$ cat src/rtl/booth_mul_if.sv
// Request/response bundle for the sequential Booth multiplier.
// The master issues operands and accepts results; the slave is the multiplier.
interface booth_mul_if #(
  parameter int W = 64
);
  logic         mul_valid;
  logic         mul_ready;
  logic [1:0]   mul_signed;
  logic [W-1:0] multiplicand;
  logic [W-1:0] multiplier;
  logic         out_valid;
  logic         out_ready;
  logic [W-1:0] result_hi;
  logic [W-1:0] result_lo;

  modport master (
    output mul_valid, mul_signed, multiplicand, multiplier, out_ready,
    input  mul_ready, out_valid, result_hi, result_lo
  );

  modport slave (
    input  mul_valid, mul_signed, multiplicand, multiplier, out_ready,
    output mul_ready, out_valid, result_hi, result_lo
  );
endinterface

$ cat src/rtl/booth_seq_multiplier.sv
// Iterative radix-4 Booth multiplier retiring UNROLL digits per cycle.
// Operands are latched on accept; the product is held in DONE until out_ready.
//
// state  | meaning
// S_IDLE | ready for a request (mul_ready=1)
// S_CALC | accumulating Booth partial products, one cycle per counter value
// S_DONE | product valid, waiting for out_ready
module booth_seq_multiplier #(
  parameter int W      = 64,
  parameter int UNROLL = 1
) (
  input  logic clk,
  input  logic rst_n,
  input  logic flush,
  booth_mul_if.slave mul_if
);

  localparam int AW    = 2*W + 4;
  localparam int BW    = W + 3;
  localparam int NSTEP = (W + 2 + 2*UNROLL - 1) / (2*UNROLL);
  localparam int CW    = $clog2(NSTEP + 1);

  typedef enum logic [1:0] {
    S_IDLE = 2'd0,
    S_CALC = 2'd1,
    S_DONE = 2'd2
  } state_e;

  typedef struct packed {
    logic pos;
    logic pos2;
    logic neg;
    logic neg2;
  } booth_sel_t;

  state_e        state_q, state_d;
  logic [CW-1:0] cnt_q, cnt_d;
  logic [AW-1:0] acc_q, acc_d;
  logic [AW-1:0] mcand_q, mcand_d;
  logic [BW-1:0] mplr_q, mplr_d;
  logic [W-1:0]  res_hi_q, res_hi_d;
  logic [W-1:0]  res_lo_q, res_lo_d;

  logic [AW-1:0] acc_sum;
  logic [AW-1:0] pp_base;
  logic [AW-1:0] pp_mag;
  logic [AW-1:0] pp;
  logic          pp_neg;
  booth_sel_t    sel;
  logic          ext_a;
  logic          ext_b;

  function automatic booth_sel_t booth_sel(input logic [2:0] win);
    booth_sel_t s;
    s = '0;
    case (win)
      3'b001, 3'b010: s.pos  = 1'b1;
      3'b011:         s.pos2 = 1'b1;
      3'b100:         s.neg2 = 1'b1;
      3'b101, 3'b110: s.neg  = 1'b1;
      default:        s      = '0;
    endcase
    return s;
  endfunction

  // Negative digits add the one's complement plus a carry-in in the same add.
  always_comb begin
    acc_sum = acc_q;
    pp_base = '0;
    pp_mag  = '0;
    pp      = '0;
    pp_neg  = 1'b0;
    sel     = '0;
    for (int j = 0; j < UNROLL; j++) begin
      sel     = booth_sel(mplr_q[2*j +: 3]);
      pp_base = mcand_q << (2*j);
      pp_mag  = (sel.pos2 | sel.neg2) ? (pp_base << 1) : pp_base;
      if (!(sel.pos | sel.pos2 | sel.neg | sel.neg2)) pp_mag = '0;
      pp_neg  = sel.neg | sel.neg2;
      pp      = pp_neg ? ~pp_mag : pp_mag;
      acc_sum = acc_sum + pp + AW'(pp_neg);
    end
  end

  assign ext_a = mul_if.mul_signed[1] & mul_if.multiplicand[W-1];
  assign ext_b = mul_if.mul_signed[0] & mul_if.multiplier[W-1];

  always_comb begin
    state_d  = state_q;
    cnt_d    = cnt_q;
    acc_d    = acc_q;
    mcand_d  = mcand_q;
    mplr_d   = mplr_q;
    res_hi_d = res_hi_q;
    res_lo_d = res_lo_q;

    case (state_q)
      S_IDLE: begin
        if (mul_if.mul_valid) begin
          mcand_d = {{(W+4){ext_a}}, mul_if.multiplicand};
          mplr_d  = {{2{ext_b}}, mul_if.multiplier, 1'b0};
          acc_d   = '0;
          cnt_d   = '0;
          state_d = S_CALC;
        end
      end
      S_CALC: begin
        acc_d   = acc_sum;
        mcand_d = mcand_q << (2*UNROLL);
        // Arithmetic shift keeps surplus windows at 000/111, i.e. digit zero.
        mplr_d  = BW'($signed(mplr_q) >>> (2*UNROLL));
        cnt_d   = cnt_q + CW'(1);
        if (cnt_q == CW'(NSTEP - 1)) begin
          res_hi_d = acc_sum[2*W-1:W];
          res_lo_d = acc_sum[W-1:0];
          state_d  = S_DONE;
        end
      end
      S_DONE: begin
        if (mul_if.out_ready) state_d = S_IDLE;
      end
      default: state_d = S_IDLE;
    endcase

    if (flush) begin
      state_d = S_IDLE;
      cnt_d   = '0;
    end
  end

  always_ff @(posedge clk) begin
    if (!rst_n) begin
      state_q  <= S_IDLE;
      cnt_q    <= '0;
      acc_q    <= '0;
      mcand_q  <= '0;
      mplr_q   <= '0;
      res_hi_q <= '0;
      res_lo_q <= '0;
    end else begin
      state_q  <= state_d;
      cnt_q    <= cnt_d;
      acc_q    <= acc_d;
      mcand_q  <= mcand_d;
      mplr_q   <= mplr_d;
      res_hi_q <= res_hi_d;
      res_lo_q <= res_lo_d;
    end
  end

  assign mul_if.mul_ready = (state_q == S_IDLE);
  assign mul_if.out_valid = (state_q == S_DONE);
  assign mul_if.result_hi = res_hi_q;
  assign mul_if.result_lo = res_lo_q;

endmodule

$ cat src/flat_wrapper.sv
// flat-port wrapper written by rule: the top's interface ports become plain ports
module booth_seq_multiplier_flat 
#(
  parameter int W      = 64,
  parameter int UNROLL = 1
)
  (clk, rst_n, flush, mul_if_mul_valid, mul_if_mul_signed, mul_if_multiplicand, mul_if_multiplier, mul_if_out_ready, mul_if_mul_ready, mul_if_out_valid, mul_if_result_hi, mul_if_result_lo);
  booth_mul_if #(.W(W)) mul_if_i ();
  input  logic clk;
  input  logic rst_n;
  input  logic flush;
  input wire logic [$bits(mul_if_i.mul_valid)-1:0] mul_if_mul_valid;
  input wire logic [$bits(mul_if_i.mul_signed)-1:0] mul_if_mul_signed;
  input wire logic [$bits(mul_if_i.multiplicand)-1:0] mul_if_multiplicand;
  input wire logic [$bits(mul_if_i.multiplier)-1:0] mul_if_multiplier;
  input wire logic [$bits(mul_if_i.out_ready)-1:0] mul_if_out_ready;
  output wire logic [$bits(mul_if_i.mul_ready)-1:0] mul_if_mul_ready;
  output wire logic [$bits(mul_if_i.out_valid)-1:0] mul_if_out_valid;
  output wire logic [$bits(mul_if_i.result_hi)-1:0] mul_if_result_hi;
  output wire logic [$bits(mul_if_i.result_lo)-1:0] mul_if_result_lo;
  assign mul_if_i.mul_valid = mul_if_mul_valid;
  assign mul_if_i.mul_signed = mul_if_mul_signed;
  assign mul_if_i.multiplicand = mul_if_multiplicand;
  assign mul_if_i.multiplier = mul_if_multiplier;
  assign mul_if_i.out_ready = mul_if_out_ready;
  assign mul_if_mul_ready = mul_if_i.mul_ready;
  assign mul_if_out_valid = mul_if_i.out_valid;
  assign mul_if_result_hi = mul_if_i.result_hi;
  assign mul_if_result_lo = mul_if_i.result_lo;
  booth_seq_multiplier #(.W(W), .UNROLL(UNROLL)) u_core (.clk(clk), .rst_n(rst_n), .flush(flush), .mul_if(mul_if_i));
endmodule
$ cat config.mk
export PLATFORM = sky130hd
export DESIGN_NAME = booth_seq_multiplier_flat
export DESIGN_NICKNAME = d
export VERILOG_FILES = /design/src/rtl/booth_mul_if.sv /design/src/rtl/booth_seq_multiplier.sv /design/src/flat_wrapper.sv
export SDC_FILE = /design/constraint.sdc
export NUM_CORES = 1
export LEC_CHECK = 0
export CAP_MARGIN = 20
export CORE_UTILIZATION = 40
export CTS_CLUSTER_DIAMETER = 100
export CTS_CLUSTER_SIZE = 16
export DETAILED_ROUTE_END_ITERATION = 7
export GPL_TIMING_DRIVEN = 1
export SYNTH_ARGS = -nofsm -noshare
export SYNTH_HDL_FRONTEND = slang
export SYNTH_SLANG_ARGS = --single-unit
$ cat constraint.sdc
create_clock -name clk -period 10.6 [get_ports clk]
set_input_delay 1.59 -clock clk [delete_from_list [all_inputs] [get_ports clk]]
set_output_delay 1.59 -clock clk [all_outputs]
set_load 0.02 [all_outputs]
; Word level (Yosys, flattened, before mapping)
; Cells that the tools add are included.
[classes]
n_addsub = 3
eq_ne = 12
mux = 19
n_bitwise = 10
reduce_logical = 9
[op_table]
columns = operator, count
row1 = 2-to-1 mux 132 bit, 5
row2 = one-hot mux 132 bit (2 select lines), 2
row3 = one-hot mux 67 bit (2 select lines), 1
row4 = adder 132 x 1 -> 132 bit, 1
row5 = adder 132 bit, 1
row6 = inverter 132 bit, 1
row7 = 2-to-1 mux 67 bit, 1
row8 = one-hot mux 6 bit (2 select lines), 1
row9 = "equality test 3 bit, second input constant", 3
row10 = "adder 6 x 1 -> 6 bit, second input constant", 1
row11 = "equality test 3 x 2 -> 1 bit, second input constant", 2
row12 = "equality test 6 bit, second input constant", 1
row13 = 2-to-1 mux 2 bit, 3
row14 = 2-to-1 mux 6 bit, 1
row15 = one-hot mux 2 bit (3 select lines), 1
row16 = AND reduction 3 bit, 2
row17 = OR reduction 2 bit, 3
row18 = OR 1 bit, 5
row19 = 2-to-1 mux 1 bit, 4
row20 = "!= test 2 bit, second input constant", 2
row21 = AND reduction 2 bit, 2
row22 = "equality test 3 x 1 -> 1 bit, second input constant", 1
row23 = bitwise AND 1 bit, 2
row24 = "equality test 2 x 1 -> 1 bit, second input constant", 1
row25 = 5 further kinds, 6
[totals]
regBits = 467
in_bits = 135
output_inout_bits = 130
elab_cells = 61

; Longest topological paths before layout
[logic_depth]
depth_word = 12
ltp_mapped = 21
ltp_nobuf = 17

; Worst setup path before layout
; OpenSTA, ideal clock, no wires.
[synth_path]
kind = register to register
from = reg u_core.mplr_q[2]
to = reg u_core.acc_q[126]
setup_ns = 0.117
arrival_ns = 4.426
required_time_ns = 10.483
setup_slack_ns = 6.057
path_stages_with_launch = 18
n_path_buf = 4
period_less_slack_ns = 4.543
path_cell_list = dfxtp_1 clkbuf_1 buf_1 buf_1 xnor2_1 o221ai_1 ha_1 buf_2 nand4_1 nor4_2 nand3_1 or3_1 o2111ai_1 a21boi_1 a211o_1 a211oi_1 o31ai_1 a32o_1
[synth_between]
elab_chain_cells = 12
word_cells_on_any_way = 24
cone_classes = add/sub (2) / eq/ne (6) / mux (8) / bitwise (6) / reduce/logical (2)
[synth_rtl]
columns = item, line_no
row1 = "start, declared", booth_seq_multiplier.sv:40  ; logic [BW-1:0] mplr_q, mplr_d;
row2 = "start signal, assigned", booth_seq_multiplier.sv:145  ; mplr_q <= mplr_d;
row3 = equality test 3 x 1 -> 1 bit / equality test 3 x 2 -> 1 bit (equally long branches), booth_seq_multiplier.sv:56  ; case (win)
row4 = OR reduction 2 bit, booth_seq_multiplier.sv:56
row5 = 2-to-1 mux 1 bit, booth_seq_multiplier.sv:56
row6 = OR 1 bit (3 in a row), booth_seq_multiplier.sv:78  ; if (!(sel.pos | sel.pos2 | sel.neg | sel.neg2)) pp_mag = '0;
row7 = 2-to-1 mux 132 bit, booth_seq_multiplier.sv:78
row8 = inverter 132 bit, booth_seq_multiplier.sv:80  ; pp = pp_neg ? ~pp_mag : pp_mag;
row9 = 2-to-1 mux 132 bit, booth_seq_multiplier.sv:80
row10 = adder 132 bit, booth_seq_multiplier.sv:81  ; acc_sum = acc_sum + pp + AW'(pp_neg);
row11 = adder 132 x 1 -> 132 bit *, booth_seq_multiplier.sv:81
row12 = one-hot mux 132 bit (2 select lines) *, booth_seq_multiplier.sv:97  ; case (state_q)
row13 = "end signal, assigned", booth_seq_multiplier.sv:135  ; acc_q <= '0;
row14 = "end signal, assigned", booth_seq_multiplier.sv:143  ; acc_q <= acc_d;
row15 = "end, declared", booth_seq_multiplier.sv:38  ; logic [AW-1:0] acc_q, acc_d;
; Mark *: on every way between the ends. The rest lies on a longest branch, timed or not.
; A chain may end at the register's enable or synchronous reset.

; Final worst setup path
[layout_path]
from = reg u_core.mplr_q[2]
to = reg u_core.res_hi_q[59] (netlist: u_core.mul_if.result_hi[59])
[layout_between]
elab_chain_cells = 11
word_cells_on_any_way = 23
cone_classes = add/sub (2) / eq/ne (6) / mux (7) / bitwise (6) / reduce/logical (2)
[layout_rtl]
columns = item, line_no
row1 = equality test 3 x 1 -> 1 bit / equality test 3 x 2 -> 1 bit (equally long branches), booth_seq_multiplier.sv:56
row2 = OR reduction 2 bit, booth_seq_multiplier.sv:56
row3 = 2-to-1 mux 1 bit, booth_seq_multiplier.sv:56
row4 = OR 1 bit (3 in a row), booth_seq_multiplier.sv:78
row5 = 2-to-1 mux 132 bit, booth_seq_multiplier.sv:78
row6 = inverter 132 bit, booth_seq_multiplier.sv:80
row7 = 2-to-1 mux 132 bit, booth_seq_multiplier.sv:80
row8 = adder 132 bit, booth_seq_multiplier.sv:81
row9 = adder 132 x 1 -> 132 bit *, booth_seq_multiplier.sv:81
row10 = "end signal, assigned", booth_seq_multiplier.sv:146  ; res_hi_q <= res_hi_d;
row11 = "end, declared", booth_seq_multiplier.sv:41  ; logic [W-1:0] res_hi_q, res_hi_d;
; Marks and branches as above.

==> metrics.md <==
| Metric | Value |
|---|---|
| Status | finished with violations |
| Failing checks | design-rule violations |
| H-tree depth | 2 |
| Critical Path Source Type | register |
| Min-delay src | u_core.mul_if.result_hi[42] |
| Met2 GRT Util | 39.3% |
| Worst-case reg-to-reg path depth | 18 |
| Largest net degree at the start of global routing | 126 |
| Worst setup margin | 4350 ps |
| GP Congestion | 0.949 |
| Fin Setup TNS | 0 ps |
| Top cells by count, synth | 475 x a21oi_1, 459 x dfxtp_1, 447 x nand2_1, 362 x nor2_1, 258 x clkbuf_1 |
| Full die area | 75000 sq um |
| Die width | 274 microns |
| # DRC | 26 |
| CP required | 11080 ps |
| Vias in the first global route | 26100 |
| Antenna viol nets, final | 0 |
| Tcrit/Tclk final | 59.0% |
| Setup Slack @ Placement | 4390 ps |
| CTS Buffer Depth | 3 |
| Mapped Area | 29600 sq um |
| Max Clock Skew | 33.5 ps |
| Ys flop type | dfxtp_1 |
| Final Setup Violations | 0 |
| Seq cells post-synth | 459 |
| CTS clk-pin slew, worst paths | 80 ps |
| R2r setup slk | 4350 ps |
| Layout Nets | 4096 |
| WHS | 455 ps |
| Reg2reg end | u_core.mul_if.result_hi[59] |
| Height of the die | 274 microns |
| Multi-input logic area | 18900 sq um |
| Post-synthesis sequential area ratio | 31.1% |
| CTS tree | built |
| Vias | 28400 |
| Met3 usage | 3.88% |
| Yosys top cell area share | 31.1% |
| Global-route wire length before repair | 155 mm |
| Total clock sinks | 459 |
| Port Buffers | 264 |
| Synth async-reset ratio | 0% |
| Worst hold path stage count | 2 |
| Worst rel slew slack | 25.9% |
| Layout cells sized above 1 | 6.84% |
| Area grow syn2layout | 13.3% |
| Max Transition Viols Final | 0 |
| Synth unique cells | 90 |
| Worst r2r src | u_core.mplr_q[2] |
| Register Area | 9200 sq um |
| # Post-CTS Setup Buffers | 0 |
| Core region area | 73100 sq um |
| Initial Utilization | 40.5% |
| Max VDD drop | 0.0000957 V |
| Clk_lat worst skew | 590 ps |
| Unrepaired setup endpoints after global routing | false |
| Drt wl/cell | 20.9 microns |
| Hold Violations, Final | 0 |
| DR iter-0 viols | 2406 |
| CP arrival | 6730 ps |
| Post-synth EDFFs | 0 |
| Clock period minus worst slack | 6250 ps |
| Top achievable clock speed | 160 MHz |
| Cells after synthesis | 3807 |
| Kind of critical path | register to register |
| Hold Path Sink | u_core.mul_if.result_hi[42] |
| CP endpoint kind | register |
| CTS Buf Count | 37 |
| Leakage power | 12.1 nW |
| Mapped Nets | 4083 |
| Critical path fanouts, max | 74 |
| Top-count cell post-synth | a21oi_1 |
| I/O pin count | 265 |
| DRT Pass-1 Iters | 7 |
| Met1 Track Usage GR | 37.7% |
| Max-cap viol count | 0 |
| Fillers | 7412 |
| Hold buffers post-CTS | 0 |
| CTS resizes | 0 |
| DR vias/cell | 5.93 |
| DP Wirelength | 70.6 mm |
| Synthesized area per cell | 7.77 sq um |
| GR peak layer | met2 |
| HP Class | register to register |
| Ant. Diodes | 0 |
| Pwr/cell area | 124 nW/um^2 |
| Antenna violations before repair | 1 |
| Overflow after GRT | 0 |
| Synth area leaders | dfxtp_1 31%, a21oi_1 8.0%, ha_1 5.9%, xnor2_1 5.9%, nand2_1 5.7% |
| Worst Max-Slew Pin Slew | 1110 ps |
| Cell Rows | 99 |
| Final WL | 100 mm |
| CTS Root Cell | clkbuf_16 |
| All-Layer GR Usage | 25.7% |
| Cell taking the most area after synthesis | dfxtp_1 |
| Syn. warnings | 0 |
## power breakdown
part / switching [mW] / leakage [nW] / internal [mW]
clock network: 0.705 / 0.527 / 0.679
logic: 0.539 / 7.84 / 0.348
registers: 0.0849 / 3.74 / 1.79
## placed cells by master (no fill, tap or decap), types with 17 or more instances in the layout
cell,count
or3_1,24
o21ai_0,183
o31ai_1,18
nand4_1,88
inv_1,51
dfxtp_1,456
o21a_1,36
nor3_1,32
xnor2_1,198
buf_4,32
clkbuf_16,39
a21o_1,53
o221a_2,125
ha_1,140
xor2_1,48
a22oi_1,117
o211ai_1,17
nand2_1,445
o21bai_1,43
nor2b_1,133
clkdlybuf4s50_1,262
nor2_1,359
o221ai_1,126
a31oi_1,17
and2_1,28
a21oi_1,475
nand3_1,57
## critical path, cell delays in order (launching register included)
cell and delay [ps]:
dfxtp_4 540, inv_1 220, and3_4 620, buf_4 730, nand2_1 120, o221ai_1 100
ha_1 330, a21oi_1 230, nand2_1 110, a211o_1 340, a221oi_1 280, buf_4 170
a31oi_1 220, o2111ai_1 610, a21oi_1 150, nor2_1 580, o21ai_0 260, mux2i_1 170
a311o_1 320
## through the flow
stage               instance area [sq um]  cells  power (mW)  utilization, %
finish                              33500   4791        4.14            45.8
global route                        33500   4791        4.32            45.8
CTS                                 33500   4791        4.17            45.8
detailed placement                  32400   4740        2.79            44.4
global placement                    32400   4740        2.79            44.4
floorplan                           29600   3807        2.52               -
## sequential cells by signal, summed over array words and instances (netlist names)
register,cells
u_core.mplr_q,67
u_core.mcand_q,128
u_core.mul_if.result_hi,64
u_core.state_q,2
u_core.acc_q,128
u_core.mul_if.result_lo,64
u_core.cnt_q,6
## worst max path at each step
stage	from	to
2_1_floorplan	u_core.mplr_q[2]	u_core.acc_q[126]
3_3_place_gp	u_core.mplr_q[2]	u_core.mul_if.result_hi[59]
3_5_place_dp	u_core.mplr_q[2]	u_core.mul_if.result_hi[59]
4_1_cts	u_core.mplr_q[2]	u_core.mul_if.result_hi[59]
5_1_grt	u_core.mplr_q[2]	u_core.mul_if.result_hi[59]
6_report	u_core.mplr_q[2]	u_core.mul_if.result_hi[59]
## per-layer routing
metal | up-vias | part of all wire [%]
met1 | 13600 | 48
li1 | 13900 | -
met2 | 805 | 44
met4 | 0 | 2.1
met3 | 111 | 6.0
met5 | - | 0
## cell families (layout without fill, tap and decap cells)
kind of cell / Yosys count / in the layout / synth area share, %
AO/OA/AOI/OAI: 1319 / 1319 / 30.5
XOR/XNOR: 247 / 247 / 7.31
adder cells (fa/ha/maj): 141 / 141 / 5.99
buffers and inverters: 373 / 398 / 5.11
flip-flops: 459 / 459 / 31.1
multiplexers: 17 / 17 / 0.588
AND/OR/NAND/NOR: 1251 / 1251 / 19.5
## layout make-up
cell class	instances	share of cell area, %
inverters	52	0.605
multi-input cells	2975	56.6
flip-flops and latches	459	27.5
well taps	959	3.58
repair buffers	295	8.58
clock buffers	43	2.99
clock inverters	8	0.232
No activity file was read; power rests on OpenSTA's default activity.
